**src/rtl/inst_fetch_ctrl_pkg.sv**
```systemverilog
`default_nettype none
// ============================================================================
// Module   : inst_fetch_ctrl_pkg
// Brief    : Shared types and constants for the instruction fetch controller.
// Revision : 1.0 - initial release
// ============================================================================
package inst_fetch_ctrl_pkg;

  // Width of instruction words and fetch addresses.
  localparam int XLEN = 32;

  // Default fetch address after reset and default exception entry address.
  localparam logic [XLEN-1:0] DEFAULT_RESET_PC = 32'hbfc00000;
  localparam logic [XLEN-1:0] DEFAULT_EXC_PC   = 32'hbfc00380;

  // Fetch sequencer states.
  typedef enum logic [1:0] {
    S_IDLE = 2'd0,
    S_REQ  = 2'd1,
    S_WAIT = 2'd2
  } fetch_state_e;

endpackage
`default_nettype wire

```
**src/rtl/fetch_redirect_sel.sv**
```systemverilog
`default_nettype none
// ============================================================================
// Module   : fetch_redirect_sel
// Brief    : Priority mux choosing the next fetch PC: exception, eret,
//            pending/coincident branch target, sequential, or hold.
// Revision : 1.0 - initial release
// ============================================================================
module fetch_redirect_sel
  import inst_fetch_ctrl_pkg::*;
#(
  parameter logic [XLEN-1:0] EXC_PC = DEFAULT_EXC_PC
) (
  input  logic            exc_valid,
  input  logic            eret_valid,
  input  logic [XLEN-1:0] epc,
  input  logic            br_valid,
  input  logic [XLEN-1:0] br_target,
  input  logic            br_pending,
  input  logic [XLEN-1:0] br_tgt,
  input  logic [XLEN-1:0] pc,
  input  logic            handshake,
  output logic [XLEN-1:0] next_pc,
  output logic            flush
);

  // Flushes win over everything; otherwise a handshake advances the PC,
  // taking the branch target when this handshake is the delay slot.
  always_comb begin
    next_pc = pc;
    flush   = 1'b0;
    if (exc_valid) begin
      next_pc = EXC_PC;
      flush   = 1'b1;
    end else if (eret_valid) begin
      next_pc = epc;
      flush   = 1'b1;
    end else if (handshake) begin
      if (br_pending) begin
        next_pc = br_tgt;
      end else if (br_valid) begin
        next_pc = br_target;
      end else begin
        next_pc = pc + 32'd4;
      end
    end
  end

endmodule
`default_nettype wire

```
**src/rtl/inst_fetch_ctrl.sv**
```systemverilog
`default_nettype none
// ============================================================================
// Module   : inst_fetch_ctrl
// Brief    : Instruction fetch sequencer over a split address/data SRAM
//            handshake with a one-entry output slot toward decode, delayed
//            branch redirect and immediate exception/eret redirect.
// Revision : 1.0 - initial release
// ============================================================================
module inst_fetch_ctrl
  import inst_fetch_ctrl_pkg::*;
#(
  parameter logic [XLEN-1:0] RESET_PC = DEFAULT_RESET_PC,
  parameter logic [XLEN-1:0] EXC_PC   = DEFAULT_EXC_PC
) (
  input  logic            clk,
  input  logic            reset,
  input  logic            br_valid,
  input  logic [XLEN-1:0] br_target,
  input  logic            exc_valid,
  input  logic            eret_valid,
  input  logic [XLEN-1:0] epc,
  output logic            inst_req,
  output logic [XLEN-1:0] inst_addr,
  input  logic            inst_addr_ok,
  input  logic            inst_data_ok,
  input  logic [XLEN-1:0] inst_rdata,
  output logic            fe_valid,
  output logic [XLEN-1:0] fe_pc,
  output logic [XLEN-1:0] fe_inst,
  input  logic            de_allowin
);

  fetch_state_e    r_state;
  fetch_state_e    w_state_nxt;
  logic [XLEN-1:0] r_pc;
  logic [XLEN-1:0] r_pc_inflight;
  logic            r_br_pending;
  logic [XLEN-1:0] r_br_tgt;
  logic            r_cancel;
  logic            w_handshake;
  logic            w_data_ret;
  logic            w_flush;
  logic [XLEN-1:0] w_next_pc;

  // A new request is only issued when the slot will be free by the time the
  // data returns, so slot plus in-flight never exceeds one instruction.
  assign inst_req    = (r_state == S_REQ) & (~fe_valid | de_allowin);
  assign inst_addr   = r_pc;
  assign w_handshake = inst_req & inst_addr_ok;
  assign w_data_ret  = (r_state == S_WAIT) & inst_data_ok;

  fetch_redirect_sel #(
    .EXC_PC (EXC_PC)
  ) u_redirect_sel (
    .exc_valid  (exc_valid),
    .eret_valid (eret_valid),
    .epc        (epc),
    .br_valid   (br_valid),
    .br_target  (br_target),
    .br_pending (r_br_pending),
    .br_tgt     (r_br_tgt),
    .pc         (r_pc),
    .handshake  (w_handshake),
    .next_pc    (w_next_pc),
    .flush      (w_flush)
  );

  // State register.
  always_ff @(posedge clk or posedge reset) begin
    if (reset) begin
      r_state <= S_IDLE;
    end else begin
      r_state <= w_state_nxt;
    end
  end

  // Next state: one request outstanding at a time.
  always_comb begin
    w_state_nxt = r_state;
    case (r_state)
      S_IDLE:  w_state_nxt = S_REQ;
      S_REQ:   if (w_handshake) w_state_nxt = S_WAIT;
      S_WAIT:  if (inst_data_ok) w_state_nxt = S_REQ;
      default: w_state_nxt = S_IDLE;
    endcase
  end

  // PC, branch bookkeeping, response cancel and output slot.
  always_ff @(posedge clk or posedge reset) begin
    if (reset) begin
      r_pc          <= RESET_PC;
      r_pc_inflight <= '0;
      r_br_pending  <= 1'b0;
      r_br_tgt      <= '0;
      r_cancel      <= 1'b0;
      fe_valid      <= 1'b0;
      fe_pc         <= '0;
      fe_inst       <= '0;
    end else begin
      if (w_handshake) begin
        r_pc_inflight <= r_pc;
      end
      if (w_handshake | w_flush) begin
        r_pc <= w_next_pc;
      end

      // Any handshake after a branch is its delay slot and consumes it.
      if (w_flush | w_handshake) begin
        r_br_pending <= 1'b0;
      end else if (br_valid) begin
        r_br_pending <= 1'b1;
        r_br_tgt     <= br_target;
      end

      // Cancel the single outstanding response if a flush leaves one in
      // flight; a flush that coincides with the data drops it directly.
      if (w_flush & (((r_state == S_WAIT) & ~inst_data_ok) | w_handshake)) begin
        r_cancel <= 1'b1;
      end else if (w_data_ret) begin
        r_cancel <= 1'b0;
      end

      // A refill takes precedence over the consume in the same cycle.
      if (w_flush) begin
        fe_valid <= 1'b0;
      end else if (w_data_ret & ~r_cancel) begin
        fe_valid <= 1'b1;
        fe_pc    <= r_pc_inflight;
        fe_inst  <= inst_rdata;
      end else if (fe_valid & de_allowin) begin
        fe_valid <= 1'b0;
      end
    end
  end

endmodule
`default_nettype wire

```
**config.mk**
```make
export PLATFORM = sky130hd
export DESIGN_NAME = inst_fetch_ctrl
export DESIGN_NICKNAME = d
export VERILOG_FILES = /design/src/rtl/inst_fetch_ctrl_pkg.sv /design/src/rtl/fetch_redirect_sel.sv /design/src/rtl/inst_fetch_ctrl.sv
export SDC_FILE = /design/constraint.sdc
export NUM_CORES = 1
export LEC_CHECK = 0
export BUFFER_PORTS_ARGS = -buffer_cell sky130_fd_sc_hd__buf_2
export CAP_MARGIN = 20
export CORE_MARGIN = 3
export CORE_UTILIZATION = 48
export DETAILED_ROUTE_END_ITERATION = 10
export GPL_TIMING_DRIVEN = 0
export MAX_ROUTING_LAYER = met4
export PLACE_DENSITY = 0.87
export REMOVE_ABC_BUFFERS = 1
export SYNTH_ARGS = -nofsm -noshare
export SYNTH_HDL_FRONTEND = slang
export SYNTH_SLANG_ARGS = --single-unit
export TNS_END_PERCENT = 50
```
**constraint.sdc**
```tcl
create_clock -name clk -period 5.8 [get_ports clk]
set_input_delay 1.16 -clock clk [delete_from_list [all_inputs] [get_ports clk]]
set_output_delay 1.16 -clock clk [all_outputs]
set_load 0.02 [all_outputs]
```
==> impl_metrics.xml, run 1 <==
<?xml version="1.0" encoding="UTF-8"?>
<metrics>
  <group name="pwr">
    <metric name="power-per-cell-area" unit="nW/um^2">380</metric>
    <metric name="static-leakage-power" unit="nW">4.85</metric>
    <metric name="vdd.ir_drop.worst" unit="V">0.000210</metric>
  </group>
  <group name="finish">
    <metric name="area_growth_syn_to_layout" unit="%">23.1</metric>
    <metric name="fillCellCount" unit="">1308</metric>
    <metric name="layout-drive-gt1-share" unit="%">37.8</metric>
    <metric name="final-instance-count-excl-fill" unit="">1168</metric>
    <metric name="fin_nets" unit="">1040</metric>
    <metric name="final_util" unit="%">61.0</metric>
  </group>
  <group name="floorplan">
    <metric name="floorplan.initialDensity" unit="%">49.6</metric>
    <metric name="rows" unit="">46</metric>
    <metric name="ios" unit="">202</metric>
    <metric name="design.core.area" unit="sq um">16100</metric>
    <metric name="total_die_area" unit="sq um">18200</metric>
    <metric name="die-height" unit="microns">135</metric>
    <metric name="die_width" unit="microns">135</metric>
  </group>
  <group name="grt">
    <metric name="grt_antenna_before_repair" unit="">4</metric>
    <metric name="grt_remaining_overflow" unit="">0</metric>
    <metric name="grt_util_all_layers" unit="%">24.3</metric>
    <metric name="pin_count_of_the_biggest_net_entering_global_routing" unit="">105</metric>
    <metric name="grt_pass1_wl" unit="mm">34.0</metric>
    <metric name="grt_pass1_vias" unit="">6677</metric>
  </group>
  <group name="synthesis">
    <metric name="synth_cell_types" unit="">61</metric>
    <metric name="synth_enable_flop_cells" unit="">0</metric>
    <metric name="netlist_instances" unit="">764</metric>
    <metric name="syn-cell-area" unit="sq um">7960</metric>
    <metric name="synth_top_area_share" unit="%">49.0</metric>
    <metric name="yosys.cell_count.top_type" unit="">sky130_fd_sc_hd__dfrtp_1</metric>
    <metric name="cell_types_occupying_the_most_area_after_synthesis" unit="">sky130_fd_sc_hd__dfrtp_1 49%, sky130_fd_sc_hd__mux2_2 14%, sky130_fd_sc_hd__nand2_1 6.6%, sky130_fd_sc_hd__dfstp_2 3.0%, sky130_fd_sc_hd__o21ai_0 2.5%</metric>
    <metric name="synth-seq-area-share" unit="%">52.0</metric>
    <metric name="yosys_reg_bits" unit="">165</metric>
    <metric name="asyncSetResetFlopFracSynth" unit="%">100</metric>
    <metric name="post_synth_most_frequent_cells" unit="">156 x sky130_fd_sc_hd__dfrtp_1, 141 x sky130_fd_sc_hd__nand2_1, 97 x sky130_fd_sc_hd__mux2_2, 49 x sky130_fd_sc_hd__clkbuf_1, 39 x sky130_fd_sc_hd__o21ai_0</metric>
    <metric name="ys_warn_count" unit="">0</metric>
    <metric name="synth.avg_cell_area" unit="sq um">10.4</metric>
    <metric name="yosys.area.top_type" unit="">sky130_fd_sc_hd__dfrtp_1</metric>
    <metric name="postSynth.topFlopCell" unit="">sky130_fd_sc_hd__dfrtp_1</metric>
  </group>
  <group name="setup_path">
    <metric name="reg2reg_capture_point" unit="">inst_addr[27]$_DFFE_PP1N_</metric>
    <metric name="crit_path_max_delay_cell_type" unit="">sky130_fd_sc_hd__nand4b_1</metric>
    <metric name="source_of_the_worst_register_to_register_timing_path" unit="">inst_addr[5]$_DFFE_PP0N_</metric>
    <metric name="crit_path_start_kind" unit="">input port</metric>
    <metric name="cp.buffers_inverters" unit="">3</metric>
    <metric name="register_to_register_setup_slack" unit="ns">3.03</metric>
    <metric name="worst_ep_arrival_time" unit="ns">3.66</metric>
    <metric name="cp_top_family" unit="">simple AND/OR/NAND/NOR gates</metric>
    <metric name="cp_num_cells" unit="">6</metric>
    <metric name="worst-r2r-cell-count" unit="">5</metric>
    <metric name="cp_data_required_time" unit="ns">6.10</metric>
    <metric name="cp-end-kind" unit="">flop</metric>
    <metric name="crit_path_max_incr_delay" unit="ns">0.73</metric>
    <metric name="critical_path_class" unit="">input port to flop</metric>
    <metric name="crit_fanout" unit="">46</metric>
    <metric name="timing.critical_path.mode_cell" unit="">sky130_fd_sc_hd__buf_8</metric>
    <metric name="timing.critical_path.from" unit="">eret_valid</metric>
    <metric name="crit_path_end" unit="">fe_inst[31]$_DFFE_PP0P_</metric>
    <metric name="critical_path_cell_by_cell" unit="">buf_2 -&gt; nor2_1 -&gt; nand4b_1 -&gt; buf_8 -&gt; buf_8 -&gt; mux2_2</metric>
  </group>
  <group name="timing">
    <metric name="hold_viol" unit="">0</metric>
    <metric name="final_slew_violations" unit="">0</metric>
    <metric name="fin_crit_sh" unit="%">57.9</metric>
    <metric name="max-slew-margin-rel" unit="%">36.1</metric>
    <metric name="timing.clock.skew" unit="ns">0.00628</metric>
    <metric name="achievable-frequency" unit="MHz">298</metric>
    <metric name="setup_violations" unit="">0</metric>
    <metric name="transition_time_of_the_tightest_slew_check_pin" unit="ns">0.958</metric>
    <metric name="rsz_0062_raised_after_global_routing" unit="">false</metric>
    <metric name="final_period_minus_worst_setup_slack" unit="ns">3.36</metric>
  </group>
  <group name="detailed_routing">
    <metric name="route.detailed.vias_per_inst" unit="">5.74</metric>
    <metric name="number_of_drc_violations_after_detailed_routing_iteration_0" unit="">552</metric>
    <metric name="vias" unit="">6700</metric>
    <metric name="drt_wl_total" unit="mm">21.6</metric>
    <metric name="route.detailed.drc" unit="">0</metric>
    <metric name="drt-wirelength-per-cell" unit="microns">18.5</metric>
    <metric name="drt-pass1-iter-count" unit="">5</metric>
    <metric name="final_antenna_net_count" unit="">0</metric>
  </group>
  <group name="status">
    <metric name="outcome" unit="">completed</metric>
  </group>
  <group name="placed_design">
    <metric name="dp.cells" unit="">1131</metric>
    <metric name="hpwl" unit="mm">14.5</metric>
    <metric name="placer_congestion_estimate" unit="">0.805</metric>
    <metric name="io_buffers" unit="">201</metric>
  </group>
  <group name="clocking">
    <metric name="h-tree-depth" unit="">4</metric>
    <metric name="cts_buffer_depth" unit="">2</metric>
    <metric name="clock-sinks" unit="">165</metric>
    <metric name="clock_slew_seen_by_the_registers_of_the_worst_setup_and_hold_paths" unit="ns">0.06</metric>
    <metric name="cts.hold.buffers_added" unit="">0</metric>
    <metric name="clk_latency" unit="ns">0.42</metric>
    <metric name="tritoncts_clock_tree" unit="">done</metric>
    <metric name="cts_setup_buffers" unit="">0</metric>
    <metric name="post_cts.resized_instances" unit="">0</metric>
    <metric name="clk_root_buffer_cell" unit="">sky130_fd_sc_hd__clkbuf_16</metric>
    <metric name="cts_buffers" unit="">17</metric>
  </group>
  <group name="job">
    <metric name="max_cap_violations" unit="">0</metric>
  </group>
  <group name="min_path">
    <metric name="hold_removal_path_class" unit="">flop to flop</metric>
  </group>
</metrics>
-- cell families (layout without fill, tap and decap cells) --
| logic type | after synthesis | in the layout | share of synthesized area, % |
|---|---|---|---|
| AOI/OAI and AO/OA | 136 | 136 | 11.7 |
| xor gates and xnor gates | 9 | 9 | 0.990 |
| adders and majority gates | 1 | 1 | 0.157 |
| buffers and inverters | 72 | 255 | 3.52 |
| DFF | 165 | 165 | 52.0 |
| muxes | 109 | 109 | 15.2 |
| other | 0 | 5 | 0 |
| and+or+nand+nor | 272 | 272 | 16.4 |
-- how the worst min path moves through the flow --
stage                               endpoint  slack, ns                     startpoint  cells past startpoint
2_1_floorplan  r_pc_inflight[31]$_DFFE_PP0P_       0.44  r_pc_inflight[31]$_DFFE_PP0P_                      2
3_3_place_gp   r_pc_inflight[21]$_DFFE_PP0P_       0.45  r_pc_inflight[21]$_DFFE_PP0P_                      2
5_1_grt        r_pc_inflight[12]$_DFFE_PP0P_       0.50  r_pc_inflight[12]$_DFFE_PP0P_                      2
3_5_place_dp    r_pc_inflight[7]$_DFFE_PP0P_       0.46   r_pc_inflight[7]$_DFFE_PP0P_                      2
6_report        r_pc_inflight[7]$_DFFE_PP0P_       0.47   r_pc_inflight[7]$_DFFE_PP0P_                      2
4_1_cts         r_pc_inflight[7]$_DFFE_PP0P_       0.47   r_pc_inflight[7]$_DFFE_PP0P_                      2
-- cell usage in the layout, fill, tap and decap left out, types with 4 or more instances in the layout --
master	count
sky130_fd_sc_hd__a211oi_1	7
sky130_fd_sc_hd__a21o_1	4
sky130_fd_sc_hd__a21oi_1	20
sky130_fd_sc_hd__a22oi_1	5
sky130_fd_sc_hd__a311oi_1	12
sky130_fd_sc_hd__a31oi_1	5
sky130_fd_sc_hd__and2_1	6
sky130_fd_sc_hd__and3_1	7
sky130_fd_sc_hd__buf_2	201
sky130_fd_sc_hd__clkbuf_16	17
sky130_fd_sc_hd__clkbuf_8	5
sky130_fd_sc_hd__dfrtp_1	156
sky130_fd_sc_hd__dfstp_2	9
sky130_fd_sc_hd__diode_2	5
sky130_fd_sc_hd__inv_1	12
sky130_fd_sc_hd__mux2_2	97
sky130_fd_sc_hd__mux2i_1	12
sky130_fd_sc_hd__nand2_1	141
sky130_fd_sc_hd__nand2b_1	7
sky130_fd_sc_hd__nand3_1	13
sky130_fd_sc_hd__nand4_1	8
sky130_fd_sc_hd__nor2_1	34
sky130_fd_sc_hd__nor2b_1	4
sky130_fd_sc_hd__nor3_1	9
sky130_fd_sc_hd__nor4_1	13
sky130_fd_sc_hd__o211ai_1	9
sky130_fd_sc_hd__o21ai_0	39
sky130_fd_sc_hd__o31a_1	5
sky130_fd_sc_hd__o31ai_1	5
sky130_fd_sc_hd__or3_1	6
sky130_fd_sc_hd__or4_1	4
sky130_fd_sc_hd__xor2_1	6
-- registers in the layout (all words and copies together), names as in the netlist --
register       cells
fe_inst           32
fe_pc             32
inst_addr         32
r_br_tgt          32
r_pc_inflight     32
r_state            2
fe_valid           1
r_br_pending       1
r_cancel           1
-- tightest hold or removal path: cells and delay by family, from the launching register on --
family / cells / cell delay [ns]
flip-flops: 1 / 0.34
AND/OR/NAND/NOR: 2 / 0.10
-- through the flow --
stage | setup TNS [ns] | setup WS (ns) | power [mW] | cell area, sq um | hold slack, ns
after floorplan | 0 | 0.193 | 2.28 | 7740 | 0.442
after global routing | 0 | 2.23 | 3.93 | 9800 | 0.499
after detailed placement | 0 | 2.01 | 2.66 | 9190 | 0.460
final | 0 | 2.44 | 3.73 | 9800 | 0.469
after global placement | -315.70 | -1.71 | 2.59 | 9010 | 0.454
after CTS | 0 | 2.43 | 3.74 | 9760 | 0.475
-- report_power, final --
part           switching [mW]  total [mW]  internal [mW]
Sequential              0.201        1.67           1.47
Clock                   0.439        1.08          0.645
Combinational           0.576       0.973          0.396
-- metal layers --
metal	wire length, microns	share of wire (%)	GRT usage, %
met1	9160	42	31.5
met2	10200	47	37.4
met3	1640	7.6	4.96
met4	590	2.7	10.2
met5	0	0	-
-- final cells by class --
cell class | count | area [sq um] | share of cell area [%]
antenna | 5 | 12.5 | 0.128
clock buffer | 24 | 502 | 5.12
clock inverter | 7 | 71.3 | 0.728
inverter | 14 | 60.1 | 0.613
multi-input combinational | 527 | 3560 | 36.3
sequential | 165 | 4140 | 42.2
tap | 216 | 270 | 2.76
timing repair buffer | 210 | 1180 | 12.1
(Power assumes the default switching activity.)
==> run 2, diff against run 1 <==
--- a/config.mk
+++ b/config.mk
@@ -8,11 +8,11 @@
 export BUFFER_PORTS_ARGS = -buffer_cell sky130_fd_sc_hd__buf_2
 export CAP_MARGIN = 20
 export CORE_MARGIN = 3
-export CORE_UTILIZATION = 48
+export CORE_UTILIZATION = 54
 export DETAILED_ROUTE_END_ITERATION = 10
 export GPL_TIMING_DRIVEN = 0
 export MAX_ROUTING_LAYER = met4
-export PLACE_DENSITY = 0.87
+export PLACE_DENSITY = 0.92
 export REMOVE_ABC_BUFFERS = 1
 export SYNTH_ARGS = -nofsm -noshare
 export SYNTH_HDL_FRONTEND = slang
==> constraint.sdc (replaced) <==
create_clock -name clk -period 3.3 [get_ports clk]
set_input_delay 0.66 -clock clk [delete_from_list [all_inputs] [get_ports clk]]
set_output_delay 0.66 -clock clk [all_outputs]
set_load 0.02 [all_outputs]
==> impl_metrics.xml, run 2 (same netlist as run 1, synthesis figures left out) <==
<?xml version="1.0" encoding="UTF-8"?>
<metrics>
  <group name="status">
    <metric name="outcome" unit="">completed</metric>
  </group>
  <group name="setup_path">
    <metric name="crit_path_max_incr_delay" unit="ns">0.81</metric>
    <metric name="register_to_register_setup_slack" unit="ns">0.34</metric>
    <metric name="crit_path_start_kind" unit="">input port</metric>
    <metric name="worst-r2r-cell-count" unit="">6</metric>
    <metric name="critical_path_class" unit="">input port to flop</metric>
    <metric name="cp.buffers_inverters" unit="">3</metric>
    <metric name="cp_data_required_time" unit="ns">3.61</metric>
    <metric name="source_of_the_worst_register_to_register_timing_path" unit="">r_br_pending$_DFFE_PP0P_</metric>
    <metric name="crit_path_max_delay_cell_type" unit="">sky130_fd_sc_hd__nand4b_1</metric>
    <metric name="cp_top_family" unit="">simple AND/OR/NAND/NOR gates</metric>
    <metric name="crit_fanout" unit="">46</metric>
    <metric name="timing.critical_path.from" unit="">eret_valid</metric>
    <metric name="critical_path_cell_by_cell" unit="">buf_2 -&gt; nor2_1 -&gt; nand4b_1 -&gt; buf_8 -&gt; buf_6 -&gt; mux2_2</metric>
    <metric name="cp_num_cells" unit="">6</metric>
    <metric name="cp-end-kind" unit="">flop</metric>
    <metric name="worst_ep_arrival_time" unit="ns">3.32</metric>
    <metric name="crit_path_end" unit="">fe_inst[1]$_DFFE_PP0P_</metric>
    <metric name="reg2reg_capture_point" unit="">inst_addr[10]$_DFFE_PP0N_</metric>
  </group>
  <group name="clocking">
    <metric name="clock-sinks" unit="">165</metric>
    <metric name="clk_root_buffer_cell" unit="">sky130_fd_sc_hd__clkbuf_16</metric>
    <metric name="cts_buffers" unit="">17</metric>
    <metric name="cts_setup_buffers" unit="">0</metric>
    <metric name="post_cts.resized_instances" unit="">0</metric>
    <metric name="clock_slew_seen_by_the_registers_of_the_worst_setup_and_hold_paths" unit="ns">0.06</metric>
    <metric name="cts_buffer_depth" unit="">2</metric>
    <metric name="clk_latency" unit="ns">0.43</metric>
    <metric name="tritoncts_clock_tree" unit="">done</metric>
    <metric name="h-tree-depth" unit="">4</metric>
    <metric name="cts.hold.buffers_added" unit="">0</metric>
  </group>
  <group name="detailed_routing">
    <metric name="number_of_drc_violations_after_detailed_routing_iteration_0" unit="">527</metric>
    <metric name="wl_met2" unit="mm">10.2</metric>
    <metric name="final_antenna_net_count" unit="">0</metric>
    <metric name="drt-pass1-iter-count" unit="">5</metric>
    <metric name="route.detailed.vias_per_inst" unit="">6.04</metric>
    <metric name="drt-wirelength-per-cell" unit="microns">19.2</metric>
    <metric name="total_length_of_routed_met3_wires" unit="mm">1.75</metric>
    <metric name="metal_1_wl" unit="mm">9.05</metric>
    <metric name="drt_wl_total" unit="mm">21.6</metric>
    <metric name="route.detailed.drc" unit="">0</metric>
    <metric name="top_signal_layer_used" unit="">met4</metric>
    <metric name="vias" unit="">6790</metric>
  </group>
  <group name="finish">
    <metric name="final-instance-count-excl-fill" unit="">1125</metric>
    <metric name="area_growth_syn_to_layout" unit="%">22.2</metric>
    <metric name="final_cell_mix" unit="">201 x sky130_fd_sc_hd__buf_2, 156 x sky130_fd_sc_hd__dfrtp_1, 141 x sky130_fd_sc_hd__nand2_1, 97 x sky130_fd_sc_hd__mux2_2, 39 x sky130_fd_sc_hd__o21ai_0</metric>
    <metric name="leading_cell_type_in_the_layout_fill_and_taps_excluded" unit="">sky130_fd_sc_hd__buf_2</metric>
    <metric name="antenna_diodes" unit="">0</metric>
    <metric name="fillCellCount" unit="">1070</metric>
    <metric name="layout-drive-gt1-share" unit="%">37.7</metric>
    <metric name="fin_nets" unit="">1040</metric>
  </group>
  <group name="grt">
    <metric name="grt_pass1_vias" unit="">6658</metric>
    <metric name="grt_remaining_overflow" unit="">0</metric>
    <metric name="pin_count_of_the_biggest_net_entering_global_routing" unit="">108</metric>
    <metric name="grt_util_all_layers" unit="%">27.7</metric>
    <metric name="grt_antenna_before_repair" unit="">0</metric>
    <metric name="grt_pass1_wl" unit="mm">34.3</metric>
  </group>
  <group name="floorplan">
    <metric name="design.core.area" unit="sq um">14100</metric>
    <metric name="die-height" unit="microns">127</metric>
    <metric name="ios" unit="">202</metric>
    <metric name="total_die_area" unit="sq um">16200</metric>
    <metric name="floorplan.initialDensity" unit="%">56.3</metric>
    <metric name="rows" unit="">43</metric>
    <metric name="die_width" unit="microns">127</metric>
  </group>
  <group name="timing">
    <metric name="max-slew-margin-rel" unit="%">32.5</metric>
    <metric name="final.setup.worst_slack" unit="ns">0.293</metric>
    <metric name="hold_viol" unit="">0</metric>
    <metric name="achievable-frequency" unit="MHz">333</metric>
    <metric name="final_slew_violations" unit="">0</metric>
    <metric name="transition_time_of_the_tightest_slew_check_pin" unit="ns">1.01</metric>
    <metric name="final_period_minus_worst_setup_slack" unit="ns">3.01</metric>
    <metric name="tns" unit="ns">0</metric>
    <metric name="rsz_0062_raised_after_global_routing" unit="">false</metric>
    <metric name="setup_violations" unit="">0</metric>
    <metric name="holdWs" unit="ns">0.250</metric>
    <metric name="timing.clock.skew" unit="ns">0.00666</metric>
    <metric name="fin_crit_sh" unit="%">91.1</metric>
  </group>
  <group name="placed_design">
    <metric name="placer_congestion_estimate" unit="">0.787</metric>
    <metric name="dp.cells" unit="">1096</metric>
    <metric name="hpwl" unit="mm">14.3</metric>
    <metric name="io_buffers" unit="">201</metric>
    <metric name="preCtsSetupSlack" unit="ns">-0.144</metric>
  </group>
  <group name="pwr">
    <metric name="vdd.ir_drop.worst" unit="V">0.000397</metric>
    <metric name="power-per-cell-area" unit="nW/um^2">674</metric>
    <metric name="static-leakage-power" unit="nW">4.84</metric>
  </group>
  <group name="job">
    <metric name="max_cap_violations" unit="">0</metric>
  </group>
  <group name="min_path">
    <metric name="hold_removal_path_class" unit="">input port to asynchronous set/reset pin</metric>
  </group>
</metrics>
run 2: changes by cell type in the layout (fill, tap and decap cells not counted), sizes merged:
cell | before | now
clkinvlp | 3 | 5
bufinv | 1 | 2
clkbuf | 24 | 20
diode | 5 | 0
clkinv | 4 | 3
run 2: layer usage:
metal,up-vias,track usage (%)
met1,3302,36.1
met2,357,42.6
met4,0,12.6
met3,48,4.68
met5,-,-
li1,3083,-
run 2: layout make-up:
class                      count  area (sq um)  share of cell area [%]
sequential                   165          4140                    42.5
multi-input combinational    527          3560                    36.6
timing repair buffer         210          1190                    12.2
clock buffer                  20           447                    4.59
tap                          180           225                    2.31
clock inverter                 9           108                    1.11
inverter                      14          60.1                   0.617
run 2: how the worst min path moves through the flow:
| stage | end | slack (ns) | depth (start not counted) |
|---|---|---|---|
| after global placement | r_pc_inflight[28]$_DFFE_PP0P_ | 0.46 | 2 |
| final | fe_inst[24]$_DFFE_PP0P_ | 0.25 | 2 |
| after detailed placement | r_pc_inflight[28]$_DFFE_PP0P_ | 0.46 | 2 |
| after floorplan | r_pc_inflight[31]$_DFFE_PP0P_ | 0.44 | 2 |
| after CTS | fe_inst[24]$_DFFE_PP0P_ | 0.26 | 2 |
| after global routing | fe_inst[24]$_DFFE_PP0P_ | 0.27 | 2 |
run 2: stage by stage:
stage | power, mW | area, sq um | util [%]
after global routing | 6.91 | 9730 | 68.8
after detailed placement | 4.67 | 9180 | 64.9
after CTS | 6.58 | 9730 | 68.8
after floorplan | 4.00 | 7740 | -
final | 6.56 | 9730 | 68.8
after global placement | 4.56 | 8970 | 63.4
run 2: power by group:
| part | internal (mW) | switching, mW |
|---|---|---|
| Sequential | 2.58 | 0.361 |
| Clock | 1.12 | 0.792 |
| Combinational | 0.696 | 1.01 |
| Total | 4.39 | 2.16 |
==> run 3, diff against run 2 <==
--- a/config.mk
+++ b/config.mk
@@ -7,6 +7,7 @@
 export LEC_CHECK = 0
 export BUFFER_PORTS_ARGS = -buffer_cell sky130_fd_sc_hd__buf_2
 export CAP_MARGIN = 20
+export CORE_ASPECT_RATIO = 0.5
 export CORE_MARGIN = 3
 export CORE_UTILIZATION = 54
 export DETAILED_ROUTE_END_ITERATION = 10
@@ -14,6 +15,7 @@
 export MAX_ROUTING_LAYER = met4
 export PLACE_DENSITY = 0.92
 export REMOVE_ABC_BUFFERS = 1
+export SLEW_MARGIN = 20
 export SYNTH_ARGS = -nofsm -noshare
 export SYNTH_HDL_FRONTEND = slang
 export SYNTH_SLANG_ARGS = --single-unit
==> constraint.sdc (replaced) <==
create_clock -name clk -period 3.39 [get_ports clk]
set_input_delay 0.678 -clock clk [delete_from_list [all_inputs] [get_ports clk]]
set_output_delay 0.678 -clock clk [all_outputs]
set_load 0.02 [all_outputs]
==> impl_metrics.xml, run 3 (same netlist as run 1, synthesis figures left out) <==
<?xml version="1.0" encoding="UTF-8"?>
<metrics>
  <group name="status">
    <metric name="outcome" unit="">completed</metric>
  </group>
  <group name="pwr">
    <metric name="vdd.ir_drop.worst" unit="V">0.000442</metric>
    <metric name="static-leakage-power" unit="nW">4.84</metric>
    <metric name="power.total" unit="mW">6.50</metric>
    <metric name="power-per-cell-area" unit="nW/um^2">668</metric>
  </group>
  <group name="detailed_routing">
    <metric name="drt_wl_total" unit="mm">22.5</metric>
    <metric name="drt-wirelength-per-cell" unit="microns">19.8</metric>
    <metric name="final_antenna_net_count" unit="">0</metric>
    <metric name="route.detailed.drc" unit="">0</metric>
    <metric name="number_of_drc_violations_after_detailed_routing_iteration_0" unit="">812</metric>
    <metric name="route.detailed.vias_per_inst" unit="">6.11</metric>
    <metric name="vias" unit="">6967</metric>
    <metric name="drt-pass1-iter-count" unit="">7</metric>
  </group>
  <group name="timing">
    <metric name="hold_viol" unit="">0</metric>
    <metric name="setup_violations" unit="">0</metric>
    <metric name="final_period_minus_worst_setup_slack" unit="ns">3.29</metric>
    <metric name="max-slew-margin-rel" unit="%">23.6</metric>
    <metric name="rsz_0062_raised_after_global_routing" unit="">false</metric>
    <metric name="timing.clock.skew" unit="ns">0.0104</metric>
    <metric name="final.setup.worst_slack" unit="ns">0.101</metric>
    <metric name="achievable-frequency" unit="MHz">304</metric>
    <metric name="final_slew_violations" unit="">0</metric>
    <metric name="fin_crit_sh" unit="%">97.0</metric>
    <metric name="transition_time_of_the_tightest_slew_check_pin" unit="ns">1.14</metric>
  </group>
  <group name="finish">
    <metric name="final_cell_mix" unit="">201 x sky130_fd_sc_hd__buf_2, 155 x sky130_fd_sc_hd__dfrtp_1, 141 x sky130_fd_sc_hd__nand2_1, 97 x sky130_fd_sc_hd__mux2_2, 39 x sky130_fd_sc_hd__o21ai_0</metric>
    <metric name="layout-drive-gt1-share" unit="%">38.0</metric>
    <metric name="leading_cell_type_in_the_layout_fill_and_taps_excluded" unit="">sky130_fd_sc_hd__buf_2</metric>
    <metric name="area_growth_syn_to_layout" unit="%">22.2</metric>
    <metric name="sequential_cell_area" unit="sq um">4140</metric>
    <metric name="final_util" unit="%">69.7</metric>
    <metric name="multiInputGateArea" unit="sq um">3570</metric>
    <metric name="final-instance-count-excl-fill" unit="">1141</metric>
    <metric name="fin_nets" unit="">1039</metric>
    <metric name="finalInstanceArea" unit="sq um">9730</metric>
    <metric name="fillCellCount" unit="">1001</metric>
  </group>
  <group name="clocking">
    <metric name="post_cts.resized_instances" unit="">0</metric>
    <metric name="clk_root_buffer_cell" unit="">sky130_fd_sc_hd__clkbuf_16</metric>
    <metric name="clock_slew_seen_by_the_registers_of_the_worst_setup_and_hold_paths" unit="ns">0.07</metric>
    <metric name="h-tree-depth" unit="">4</metric>
    <metric name="tritoncts_clock_tree" unit="">done</metric>
    <metric name="clk_latency" unit="ns">0.43</metric>
    <metric name="cts.hold.buffers_added" unit="">0</metric>
    <metric name="cts_buffer_depth" unit="">2</metric>
    <metric name="cts_setup_buffers" unit="">0</metric>
    <metric name="cts_buffers" unit="">17</metric>
    <metric name="clock-sinks" unit="">165</metric>
  </group>
  <group name="floorplan">
    <metric name="design.core.area" unit="sq um">14000</metric>
    <metric name="ios" unit="">202</metric>
    <metric name="die_width" unit="microns">178</metric>
    <metric name="floorplan.initialDensity" unit="%">57.0</metric>
    <metric name="total_die_area" unit="sq um">16300</metric>
    <metric name="die-height" unit="microns">91.9</metric>
    <metric name="rows" unit="">30</metric>
  </group>
  <group name="setup_path">
    <metric name="crit_path_max_incr_delay" unit="ns">1.17</metric>
    <metric name="critical_path_cell_by_cell" unit="">buf_2 -&gt; clkinv_1 -&gt; nand2_1 -&gt; a21oi_1 -&gt; a21o_1 -&gt; o21ai_0</metric>
    <metric name="worst_ep_arrival_time" unit="ns">3.63</metric>
    <metric name="cp.buffers_inverters" unit="">2</metric>
    <metric name="crit_path_max_delay_cell_type" unit="">sky130_fd_sc_hd__clkinv_1</metric>
    <metric name="cp_top_family" unit="">buffers and inverters</metric>
    <metric name="cp_data_required_time" unit="ns">3.73</metric>
    <metric name="crit_fanout" unit="">46</metric>
    <metric name="crit_path_start_kind" unit="">input port</metric>
    <metric name="critical_path_class" unit="">input port to flop</metric>
    <metric name="cp-end-kind" unit="">flop</metric>
  </group>
  <group name="grt">
    <metric name="grt_pass1_vias" unit="">6977</metric>
    <metric name="grt_pass1_wl" unit="mm">35.8</metric>
    <metric name="pin_count_of_the_biggest_net_entering_global_routing" unit="">90</metric>
    <metric name="grt_antenna_before_repair" unit="">1</metric>
    <metric name="grt_remaining_overflow" unit="">0</metric>
    <metric name="grt_util_all_layers" unit="%">28.5</metric>
  </group>
  <group name="placed_design">
    <metric name="dp.cells" unit="">1107</metric>
    <metric name="io_buffers" unit="">201</metric>
    <metric name="post_dp_cell_area" unit="sq um">9140</metric>
    <metric name="preCtsSetupSlack" unit="ns">0.239</metric>
    <metric name="placer_congestion_estimate" unit="">0.859</metric>
    <metric name="hpwl" unit="mm">14.8</metric>
  </group>
  <group name="min_path">
    <metric name="hold_removal_path_class" unit="">input port to asynchronous set/reset pin</metric>
  </group>
  <group name="job">
    <metric name="max_cap_violations" unit="">0</metric>
  </group>
</metrics>
run 3: metrics by stage:
stage               TNS, ns  hold WS (ns)
global placement    -781.42         0.454
floorplan           -312.84         0.442
detailed placement        0         0.460
global route              0         0.398
finish                    0         0.339
CTS                       0         0.369
run 3: power breakdown:
part | internal (mW) | leakage (nW) | total, mW | switching, mW
clock network | 1.09 | 0.285 | 1.93 | 0.843
registers | 2.51 | 2.11 | 2.88 | 0.371
logic | 0.673 | 2.44 | 1.69 | 1.02
run 3: per-layer routing:
| metal | up-vias | global-route usage [%] | share of wire, % |
|---|---|---|---|
| li1 | 3089 | - | - |
| met1 | 3344 | 36.3 | 40 |
| met2 | 438 | 44.5 | 47 |
| met3 | 96 | 5.91 | 9.2 |
| met4 | 0 | 12.6 | 3.7 |
| met5 | - | - | 0 |
run 3: path summary, 6_finish.rpt:
kind,startpoint,endpoint,slack (ns),cells after the start
setup / recovery,eret_valid,r_cancel$_DFFE_PP0P_,0.10,6
hold / removal,reset,fe_inst[25]$_DFFE_PP0P_,0.34,2
setup reg to reg,r_br_pending$_DFFE_PP0P_,inst_addr[24]$_DFFE_PP1N_,0.51,4
hold reg to reg,r_pc_inflight[10]$_DFFE_PP0P_,r_pc_inflight[10]$_DFFE_PP0P_,0.47,2
max in group asynchronous,reset,inst_addr[28]$_DFFE_PP1N_,2.22,3
min in group clk,r_pc_inflight[10]$_DFFE_PP0P_,r_pc_inflight[10]$_DFFE_PP0P_,0.47,2
run 3: layout make-up:
class / instances / area share, %
Antenna cell: 2 / 0.0514
Clock buffer: 21 / 4.83
Clock inverter: 11 / 1.20
Inverter: 14 / 0.617
Multi-Input combinational cell: 527 / 36.6
Sequential cell: 165 / 42.6
Tap cell: 192 / 2.47
Timing Repair Buffer: 209 / 11.6
